===== src/rtl/rgb2ycbcr_arbiter_if.sv =====
// rtl/rgb2ycbcr_arbiter_if.sv - one requester's pixel request and converted-pixel return path
interface rgb2ycbcr_arbiter_if #(
  parameter int BIT_WIDTH = 8,
  parameter int V_BITW    = 9,
  parameter int H_BITW    = 10
);
  logic                 in_valid;
  logic                 in_ready;
  logic [BIT_WIDTH-1:0] in_r;
  logic [BIT_WIDTH-1:0] in_g;
  logic [BIT_WIDTH-1:0] in_b;
  logic [V_BITW-1:0]    in_vcnt;
  logic [H_BITW-1:0]    in_hcnt;

  logic                 out_valid;
  logic [BIT_WIDTH-1:0] out_y;
  logic [BIT_WIDTH-1:0] out_cb;
  logic [BIT_WIDTH-1:0] out_cr;
  logic [V_BITW-1:0]    out_vcnt;
  logic [H_BITW-1:0]    out_hcnt;

  modport master (
    output in_valid, in_r, in_g, in_b, in_vcnt, in_hcnt,
    input  in_ready,
    input  out_valid, out_y, out_cb, out_cr, out_vcnt, out_hcnt
  );

  modport slave (
    input  in_valid, in_r, in_g, in_b, in_vcnt, in_hcnt,
    output in_ready,
    output out_valid, out_y, out_cb, out_cr, out_vcnt, out_hcnt
  );
endinterface


===== src/rtl/rgb2ycbcr_arbiter.sv =====
// rtl/rgb2ycbcr_arbiter.sv - round-robin share of one rgb2ycbcr converter between two pixel requesters
module rgb2ycbcr_arbiter #(
  parameter int  BIT_WIDTH    = 8,
  parameter int  FRAME_HEIGHT = 480,
  parameter int  FRAME_WIDTH  = 640,
  parameter int  LATENCY      = 4,
  localparam int V_BITW       = $clog2(FRAME_HEIGHT),
  localparam int H_BITW       = $clog2(FRAME_WIDTH)
) (
  input  logic                 clock,
  input  logic                 n_rst,
  input  logic                 cfg_fixed_prio,
  rgb2ycbcr_arbiter_if.slave   req0,
  rgb2ycbcr_arbiter_if.slave   req1,
  output logic [BIT_WIDTH-1:0] cv_r,
  output logic [BIT_WIDTH-1:0] cv_g,
  output logic [BIT_WIDTH-1:0] cv_b,
  output logic [V_BITW-1:0]    cv_vcnt,
  output logic [H_BITW-1:0]    cv_hcnt,
  input  logic [BIT_WIDTH-1:0] cv_y,
  input  logic [BIT_WIDTH-1:0] cv_cb,
  input  logic [BIT_WIDTH-1:0] cv_cr,
  input  logic [V_BITW-1:0]    cv_vcnt_o,
  input  logic [H_BITW-1:0]    cv_hcnt_o
);

  logic               last;
  logic               grant_v;
  logic               grant_id;
  logic [LATENCY-1:0] tag_v;
  logic [LATENCY-1:0] tag_id;

  // A grant is only ever issued to a valid requester, so grant_v is the accept.
  always_comb begin
    grant_v  = 1'b0;
    grant_id = 1'b0;
    if (req0.in_valid && req1.in_valid) begin
      grant_v  = 1'b1;
      grant_id = cfg_fixed_prio ? 1'b0 : ~last;
    end else if (req0.in_valid) begin
      grant_v  = 1'b1;
      grant_id = 1'b0;
    end else if (req1.in_valid) begin
      grant_v  = 1'b1;
      grant_id = 1'b1;
    end
  end

  assign req0.in_ready = grant_v & ~grant_id;
  assign req1.in_ready = grant_v &  grant_id;

  always_comb begin
    cv_r    = '0;
    cv_g    = '0;
    cv_b    = '0;
    cv_vcnt = '0;
    cv_hcnt = '0;
    if (grant_v && !grant_id) begin
      cv_r    = req0.in_r;
      cv_g    = req0.in_g;
      cv_b    = req0.in_b;
      cv_vcnt = req0.in_vcnt;
      cv_hcnt = req0.in_hcnt;
    end else if (grant_v && grant_id) begin
      cv_r    = req1.in_r;
      cv_g    = req1.in_g;
      cv_b    = req1.in_b;
      cv_vcnt = req1.in_vcnt;
      cv_hcnt = req1.in_hcnt;
    end
  end

  // last resets to 1 so requester 0 wins the first contention.
  always_ff @(posedge clock or negedge n_rst) begin
    if (!n_rst) begin
      last <= 1'b1;
    end else if (grant_v) begin
      last <= grant_id;
    end
  end

  always_ff @(posedge clock or negedge n_rst) begin
    if (!n_rst) begin
      tag_v  <= '0;
      tag_id <= '0;
    end else begin
      tag_v[0]  <= grant_v;
      tag_id[0] <= grant_id;
      for (int i = 1; i < LATENCY; i++) begin
        tag_v[i]  <= tag_v[i-1];
        tag_id[i] <= tag_id[i-1];
      end
    end
  end

  assign req0.out_valid = tag_v[LATENCY-1] & ~tag_id[LATENCY-1];
  assign req1.out_valid = tag_v[LATENCY-1] &  tag_id[LATENCY-1];

  // Converter data fans out to both owners; out_valid says whose it is.
  assign req0.out_y    = cv_y;
  assign req0.out_cb   = cv_cb;
  assign req0.out_cr   = cv_cr;
  assign req0.out_vcnt = cv_vcnt_o;
  assign req0.out_hcnt = cv_hcnt_o;
  assign req1.out_y    = cv_y;
  assign req1.out_cb   = cv_cb;
  assign req1.out_cr   = cv_cr;
  assign req1.out_vcnt = cv_vcnt_o;
  assign req1.out_hcnt = cv_hcnt_o;

endmodule

===== src/flat_wrapper.sv =====
// flat-port wrapper written by rule: the top's interface ports become plain ports
module rgb2ycbcr_arbiter_flat 
#(
  parameter int  BIT_WIDTH    = 8,
  parameter int  FRAME_HEIGHT = 480,
  parameter int  FRAME_WIDTH  = 640,
  parameter int  LATENCY      = 4,
  localparam int V_BITW       = $clog2(FRAME_HEIGHT),
  localparam int H_BITW       = $clog2(FRAME_WIDTH)
)
  (clock, n_rst, cfg_fixed_prio, cv_r, cv_g, cv_b, cv_vcnt, cv_hcnt, cv_y, cv_cb, cv_cr, cv_vcnt_o, cv_hcnt_o, req0_in_valid, req0_in_r, req0_in_g, req0_in_b, req0_in_vcnt, req0_in_hcnt, req0_in_ready, req0_out_valid, req0_out_y, req0_out_cb, req0_out_cr, req0_out_vcnt, req0_out_hcnt, req1_in_valid, req1_in_r, req1_in_g, req1_in_b, req1_in_vcnt, req1_in_hcnt, req1_in_ready, req1_out_valid, req1_out_y, req1_out_cb, req1_out_cr, req1_out_vcnt, req1_out_hcnt);
  rgb2ycbcr_arbiter_if #(.BIT_WIDTH(BIT_WIDTH)) req0_i ();
  rgb2ycbcr_arbiter_if #(.BIT_WIDTH(BIT_WIDTH)) req1_i ();
  input  logic clock;
  input  logic n_rst;
  input  logic cfg_fixed_prio;
  output logic [BIT_WIDTH-1:0] cv_r;
  output logic [BIT_WIDTH-1:0] cv_g;
  output logic [BIT_WIDTH-1:0] cv_b;
  output logic [V_BITW-1:0] cv_vcnt;
  output logic [H_BITW-1:0] cv_hcnt;
  input  logic [BIT_WIDTH-1:0] cv_y;
  input  logic [BIT_WIDTH-1:0] cv_cb;
  input  logic [BIT_WIDTH-1:0] cv_cr;
  input  logic [V_BITW-1:0] cv_vcnt_o;
  input  logic [H_BITW-1:0] cv_hcnt_o;
  input wire logic [$bits(req0_i.in_valid)-1:0] req0_in_valid;
  input wire logic [$bits(req0_i.in_r)-1:0] req0_in_r;
  input wire logic [$bits(req0_i.in_g)-1:0] req0_in_g;
  input wire logic [$bits(req0_i.in_b)-1:0] req0_in_b;
  input wire logic [$bits(req0_i.in_vcnt)-1:0] req0_in_vcnt;
  input wire logic [$bits(req0_i.in_hcnt)-1:0] req0_in_hcnt;
  output wire logic [$bits(req0_i.in_ready)-1:0] req0_in_ready;
  output wire logic [$bits(req0_i.out_valid)-1:0] req0_out_valid;
  output wire logic [$bits(req0_i.out_y)-1:0] req0_out_y;
  output wire logic [$bits(req0_i.out_cb)-1:0] req0_out_cb;
  output wire logic [$bits(req0_i.out_cr)-1:0] req0_out_cr;
  output wire logic [$bits(req0_i.out_vcnt)-1:0] req0_out_vcnt;
  output wire logic [$bits(req0_i.out_hcnt)-1:0] req0_out_hcnt;
  input wire logic [$bits(req1_i.in_valid)-1:0] req1_in_valid;
  input wire logic [$bits(req1_i.in_r)-1:0] req1_in_r;
  input wire logic [$bits(req1_i.in_g)-1:0] req1_in_g;
  input wire logic [$bits(req1_i.in_b)-1:0] req1_in_b;
  input wire logic [$bits(req1_i.in_vcnt)-1:0] req1_in_vcnt;
  input wire logic [$bits(req1_i.in_hcnt)-1:0] req1_in_hcnt;
  output wire logic [$bits(req1_i.in_ready)-1:0] req1_in_ready;
  output wire logic [$bits(req1_i.out_valid)-1:0] req1_out_valid;
  output wire logic [$bits(req1_i.out_y)-1:0] req1_out_y;
  output wire logic [$bits(req1_i.out_cb)-1:0] req1_out_cb;
  output wire logic [$bits(req1_i.out_cr)-1:0] req1_out_cr;
  output wire logic [$bits(req1_i.out_vcnt)-1:0] req1_out_vcnt;
  output wire logic [$bits(req1_i.out_hcnt)-1:0] req1_out_hcnt;
  assign req0_i.in_valid = req0_in_valid;
  assign req0_i.in_r = req0_in_r;
  assign req0_i.in_g = req0_in_g;
  assign req0_i.in_b = req0_in_b;
  assign req0_i.in_vcnt = req0_in_vcnt;
  assign req0_i.in_hcnt = req0_in_hcnt;
  assign req0_in_ready = req0_i.in_ready;
  assign req0_out_valid = req0_i.out_valid;
  assign req0_out_y = req0_i.out_y;
  assign req0_out_cb = req0_i.out_cb;
  assign req0_out_cr = req0_i.out_cr;
  assign req0_out_vcnt = req0_i.out_vcnt;
  assign req0_out_hcnt = req0_i.out_hcnt;
  assign req1_i.in_valid = req1_in_valid;
  assign req1_i.in_r = req1_in_r;
  assign req1_i.in_g = req1_in_g;
  assign req1_i.in_b = req1_in_b;
  assign req1_i.in_vcnt = req1_in_vcnt;
  assign req1_i.in_hcnt = req1_in_hcnt;
  assign req1_in_ready = req1_i.in_ready;
  assign req1_out_valid = req1_i.out_valid;
  assign req1_out_y = req1_i.out_y;
  assign req1_out_cb = req1_i.out_cb;
  assign req1_out_cr = req1_i.out_cr;
  assign req1_out_vcnt = req1_i.out_vcnt;
  assign req1_out_hcnt = req1_i.out_hcnt;
  rgb2ycbcr_arbiter #(.BIT_WIDTH(BIT_WIDTH), .FRAME_HEIGHT(FRAME_HEIGHT), .FRAME_WIDTH(FRAME_WIDTH), .LATENCY(LATENCY)) u_core (.clock(clock), .n_rst(n_rst), .cfg_fixed_prio(cfg_fixed_prio), .req0(req0_i), .req1(req1_i), .cv_r(cv_r), .cv_g(cv_g), .cv_b(cv_b), .cv_vcnt(cv_vcnt), .cv_hcnt(cv_hcnt), .cv_y(cv_y), .cv_cb(cv_cb), .cv_cr(cv_cr), .cv_vcnt_o(cv_vcnt_o), .cv_hcnt_o(cv_hcnt_o));
endmodule

===== config.mk =====
export PLATFORM = sky130hd
export DESIGN_NAME = rgb2ycbcr_arbiter_flat
export DESIGN_NICKNAME = d
export VERILOG_FILES = /design/src/rtl/rgb2ycbcr_arbiter_if.sv /design/src/rtl/rgb2ycbcr_arbiter.sv /design/src/flat_wrapper.sv
export SDC_FILE = /design/constraint.sdc
export NUM_CORES = 1
export LEC_CHECK = 0
export ABC_CLOCK_PERIOD_IN_PS = 1500
export BUFFER_PORTS_ARGS = -buffer_cell sky130_fd_sc_hd__buf_2
export CAP_MARGIN = 25
export CELL_PAD_IN_SITES_DETAIL_PLACEMENT = 0
export CELL_PAD_IN_SITES_GLOBAL_PLACEMENT = 2
export CORE_MARGIN = 10
export CORE_UTILIZATION = 11
export DETAILED_ROUTE_END_ITERATION = 8
export PLACE_DENSITY = 0.9
export SLEW_MARGIN = 25
export SYNTH_ARGS = -nofsm -noshare
export SYNTH_HDL_FRONTEND = slang
export SYNTH_SLANG_ARGS = --single-unit
export TNS_END_PERCENT = 20

===== constraint.sdc =====
create_clock -name clock -period 1.5 [get_ports clock]
set_input_delay 0.15 -clock clock [delete_from_list [all_inputs] [get_ports clock]]
set_output_delay 0.15 -clock clock [all_outputs]
set_load 0.01 [all_outputs]

==> flow_summary.yaml, run 1 <==
clocking:
  cts_sinks: 9
  clock_path_buffers: 2
  cts_made_buffers: 3
  post_cts_buffers: 0
  cts_tree: "yes"
  h-tree-depth: 1
  cts_root_buffer: "clkbuf_16"
  cts.clk_slew.worst_paths_ps: 40
  insertion_delay_ps: 230
timing:
  final.setup.worst_slack_ps: -55.9
  finClkSkew_ps: 0.182
  rsz0062_at_grt: "yes"
  hold_violations: 0
  max_slew.worst_pin.slew_ps: 271
  slew_headroom_pct: 81.9
  period_minus_slack_ps: 1560
  finalMaxSlewViolations: 0
  period_share_pct: 104
  setup_viol: 43
  finalHoldWorstSlack_ps: 300
  setup_tns_ps: -808
  max_freq_ghz: 0.643
power:
  power_mw: 1.32
  total_leakage_power_nw: 1.06
  irDropWorstVdd_uv: 346
  power_density_nw_per_um2: 644
worst_hold_path:
  hold_path.class: "input pin to output port"
  whs_path_depth: 0
  hp-start: "cv_hcnt_o[7]"
  whs_endpoint: "req0_out_hcnt[7]"
synth:
  synth_fa_ha_area_share_pct: 0
  synth_nets: 387
  netlist_area_um2: 1630
  yosysWarnings: 0
  ys_seq_area_share_pct: 13.9
  yosys.area_share.simple_pct: 23.8
  synth_largest_area_cell: "buf_4"
  synthXorXnorAreaFrac_pct: 0
  syn_area_per_cell_um2: 6.43
  ys_types: 13
  ys_ff_latch: 9
  yosys-top-cells-area: "buf_4 40%, nand2_1 20%, o22ai_1 17%"
  synth_top_family_by_area: "buffers and inverters"
  muxShareOfSynthArea_pct: 0
  yosysTopAreaCellShare_pct: 40.2
  synth_compound_area_share_pct: 17.0
  netlist_instances: 253
placement:
  port_buffers: 137
  place_congestion: 0.735
  dp.final_hpwl_um: 5790
worst_setup_path:
  worst-path-max-fanout: 32
  ff2ff_setup_slack_ps: 420
  critPathLaunchType: "register"
  critPathKind: "register to output port"
  endpoint_kind: "output port"
  reg2reg_depth: 3
  cp.arrival_ps: 1410
  regToRegStartpoint: "u_core.last"
  critPathRequiredTime_ps: 1350
  r2r_end: "u_core.tag_id[0]"
detailed_routing:
  drtPass1Iterations: 4
  routed_wl_um: 6870
  antenna_left: 0
  drtIter0Drc: 42
  num_vias: 1747
  drc: 0
  post_drt_wl_per_cell_um: 14.2
  viasPerCell: 3.61
layout:
  layout_common_cells: "136 x buf_2, 86 x nand2_1, 39 x o22ai_1"
  drive_above_1_share_pct: 52.7
  layout_commonest_cell: "buf_2"
  syn_to_final_growth_pct: 26.4
  nets: 433
grt:
  overflow: 0
  grt_pass1_vias: 1909
  grt.total_usage_pct: 6.32
  grt_max_degree: 33
  antenna_found_initial: 2
  grt_pass1_wl_um: 10300
die:
  dieArea_um2: 20100
  start_util_pct: 11.2
  ios: 267
  die_h_um: 142
  rows: 44
  die_width_um: 142
  coreArea_um2: 14500
job:
  cap_viol_max_count: 0
status:
  outcome: "complete, but fails checks"
  violations: "negative setup slack"
==> worst max-delay path: stages, from the launching register on <==
cell     delay [ps]
dfstp_2         570
nor3b_4          70
buf_12          160
o22ai_1         200
buf_2           160
==> synth_stat cells <==
cell type  instances
dfrtp_1            8
nor2_1             2
or2_2              1
clkbuf_1           5
buf_4             87
nor2b_1            4
dfstp_2            1
nor3b_4            1
o22ai_1           43
nand2_1           86
buf_2             13
and2_1             1
o21a_1             1
==> power by group <==
part	switching [mW]	total (mW)	internal (mW)	leakage, nW
clock	0.106	0.460	0.354	0.0382
sequential	0.00777	0.270	0.262	0.102
combinational	0.312	0.594	0.282	0.918
total	0.426	1.32	0.898	1.06
==> final cells by class <==
class	count	area, um2
Timing Repair Buffer	146	812
Antenna cell	2	5.00
Multi-Input combinational cell	139	703
Fill cell	1725	12500
Clock buffer	4	78.8
Tap cell	184	230
Sequential cell	9	226
==> metrics by stage <==
step / cells / instance area, um2 / worst slack, ps / utilization [%]
after global routing: 482 / 2050 / -121 / 14.1
after global placement: 477 / 1920 / 195 / 13.2
after CTS: 482 / 2010 / -71.2 / 13.8
after floorplan: 253 / 1630 / 243 / -
after detailed placement: 477 / 1920 / 168 / 13.2
final: 484 / 2060 / -55.9 / 14.1
==> what timing repair did <==
action / 4_1_cts / 5_1_grt
hold buffers: 1 / 0
endpoints found under the hold margin: 8 / 0
gates resized for setup: 1 / 6
pin swaps: 0 / 1
endpoints found under the setup margin: 44 / 45
==> flip-flops by register name (all words and copies together) (netlist names) <==
register and flops:
u_core.tag_id 4, u_core.tag_v 4, u_core.last 1
==> per-layer routing <==
layer / GRT usage (%) / vias up / wire, um
met2: 9.74 / 131 / 3040
met3: 3.91 / 19 / 1070
met4: 2.69 / 0 / 189
met5: 0 / - / 0
met1: 6.79 / 760 / 2560
li1: - / 837 / -
==> cells by family after synthesis <==
family / Yosys count
buffers and inverters: 105
and+or+nand+nor: 95
AOI/OAI and AO/OA: 44
DFF: 9
==> worst max-delay path by stage <==
stage | startpoint | endpoint | slack, ps | cells past startpoint
final | u_core.last | cv_b[6] | -60 | 4
after detailed placement | u_core.last | cv_b[6] | 170 | 4
after global routing | u_core.last | cv_b[3] | -120 | 4
after global placement | u_core.last | cv_vcnt[4] | 190 | 4
after CTS | u_core.last | cv_b[6] | -70 | 4
after floorplan | u_core.last | cv_b[0] | 240 | 4
Note: power is estimated with default switching activity, not from simulation.
==> run 2: changes to the inputs <==
--- a/config.mk
+++ b/config.mk
@@ -18,4 +18,3 @@
 export SYNTH_ARGS = -nofsm -noshare
 export SYNTH_HDL_FRONTEND = slang
 export SYNTH_SLANG_ARGS = --single-unit
-export TNS_END_PERCENT = 20
==> flow_summary.yaml, run 2 (synthesized netlist as in run 1, its figures left out) <==
detailed_routing:
  antenna_left: 0
  drt-met1-wl_um: 2590
  met2WireLength_um: 3050
  drc: 0
  routed_wl_um: 6890
  wl_met3_um: 1060
  viasPerCell: 3.62
  num_vias: 1752
  dr.max_layer_used: "met4"
  drtIter0Drc: 43
  drtPass1Iterations: 4
  post_drt_wl_per_cell_um: 14.2
placement:
  place_congestion: 0.735
  port_buffers: 137
  dp_slack_ps: 168
  dp.final_hpwl_um: 5790
  placed_cells: 477
timing:
  setup_viol: 43
  final.setup.worst_slack_ps: -76.2
  hold_violations: 0
  slew_headroom_pct: 81.9
  max_freq_ghz: 0.634
  rsz0062_at_grt: "yes"
  finalMaxSlewViolations: 0
  period_minus_slack_ps: 1580
  finClkSkew_ps: 0.410
  max_slew.worst_pin.slew_ps: 271
  period_share_pct: 105
die:
  dieArea_um2: 20100
  die_width_um: 142
  start_util_pct: 11.2
  coreArea_um2: 14500
  die_h_um: 142
  rows: 44
  ios: 267
worst_setup_path:
  critPathKind: "register to output port"
  regToRegStartpoint: "u_core.last"
  worst-path-max-fanout: 12
  startpoint: "u_core.last"
  reg2reg_depth: 3
  r2r_end: "u_core.tag_id[0]"
  critPathLaunchType: "register"
  cp-endpoint: "cv_hcnt[2]"
  cp.arrival_ps: 1430
  critPathRequiredTime_ps: 1350
  endpoint_kind: "output port"
  ff2ff_setup_slack_ps: 420
power:
  irDropWorstVdd_uv: 347
  total_leakage_power_nw: 1.06
  power_density_nw_per_um2: 645
clocking:
  h-tree-depth: 1
  cts_made_buffers: 3
  cts_tree: "yes"
  cts_sinks: 9
  clock_path_buffers: 2
  cts.clk_slew.worst_paths_ps: 40
  cts_root_buffer: "clkbuf_16"
  post_cts_buffers: 0
  insertion_delay_ps: 230
layout:
  largestRegisters: "u_core.tag_id: 4 flops, u_core.tag_v: 4 flops, u_core.last: 1 flops"
  drive_above_1_share_pct: 52.7
  layout_common_cells: "136 x buf_2, 86 x nand2_1, 39 x o22ai_1"
  finalNonFillerCells: 484
  nets: 433
  utilization_pct: 14.1
  syn_to_final_growth_pct: 26.4
  fill_cells: 1727
  layout_commonest_cell: "buf_2"
grt:
  grt_pass1_wl_um: 10300
  grt.total_usage_pct: 6.30
  grt_pass1_vias: 1905
  antenna_found_initial: 2
  grt_max_degree: 33
  overflow: 0
status:
  outcome: "complete, but fails checks"
  violations: "negative setup slack"
worst_hold_path:
  hold_path.class: "input pin to output port"
  hp-start: "cv_hcnt_o[7]"
job:
  cap_viol_max_count: 0
run 2: cell counts in the layout (fill, tap and decap cells not counted):
Identical to the previous run, type by type.
run 2: worst max-delay path, cell delays in order, from the launching register on:
cell and delay, ps:
dfstp_2 570, nor3b_4 70, buf_4 180, o22ai_1 210, buf_2 170
run 2: worst min-delay path by stage:
| stage | endpoint | cells past startpoint |
|---|---|---|
| 2_1_floorplan | u_core.tag_id[0] | 0 |
| 3_3_place_gp | u_core.tag_id[0] | 1 |
| 3_5_place_dp | u_core.tag_id[0] | 1 |
| 4_1_cts | req0_out_vcnt[3] | 0 |
| 5_1_grt | req0_out_cr[6] | 0 |
| 6_report | req0_out_hcnt[7] | 0 |
run 2: cell type report:
class                   count  area [um2]  share of cell area, %
well taps                 184         230                   11.2
diodes                      2        5.00                  0.243
clock buffers               4        78.8                   3.83
repair buffers            146         812                   39.5
flip-flops and latches      9         226                   11.0
multi-input cells         139         703                   34.2
run 2: metal layers:
| layer | global-route usage (%) | vias up |
|---|---|---|
| li1 | - | 838 |
| met1 | 6.90 | 763 |
| met2 | 9.52 | 132 |
| met3 | 3.91 | 19 |
| met4 | 2.69 | 0 |
| met5 | 0 | - |
run 2: metrics by stage:
step	area (um2)	setup TNS, ps	hold slack (ps)	total power, mW
after floorplan	1630	0	-146	0.781
after global placement	1920	0	6.75	0.863
after detailed placement	1920	0	20.1	0.864
after CTS	2020	-2020	300	1.34
after global routing	2050	-4450	300	1.43
final	2060	-1590	300	1.33
run 2: power breakdown:
| group | switching, mW | internal [mW] | leakage, nW |
|---|---|---|---|
| clock | 0.106 | 0.354 | 0.0382 |
| combinational | 0.313 | 0.282 | 0.918 |
| sequential | 0.00781 | 0.262 | 0.102 |
| total | 0.427 | 0.898 | 1.06 |
run 2: what timing repair did:
action,4_1_cts,5_1_grt
cloned,0,0
endpoints found under the setup margin,44,45
endpoints found under the hold margin,8,0
resized for setup,2,5
hold buffers,1,0
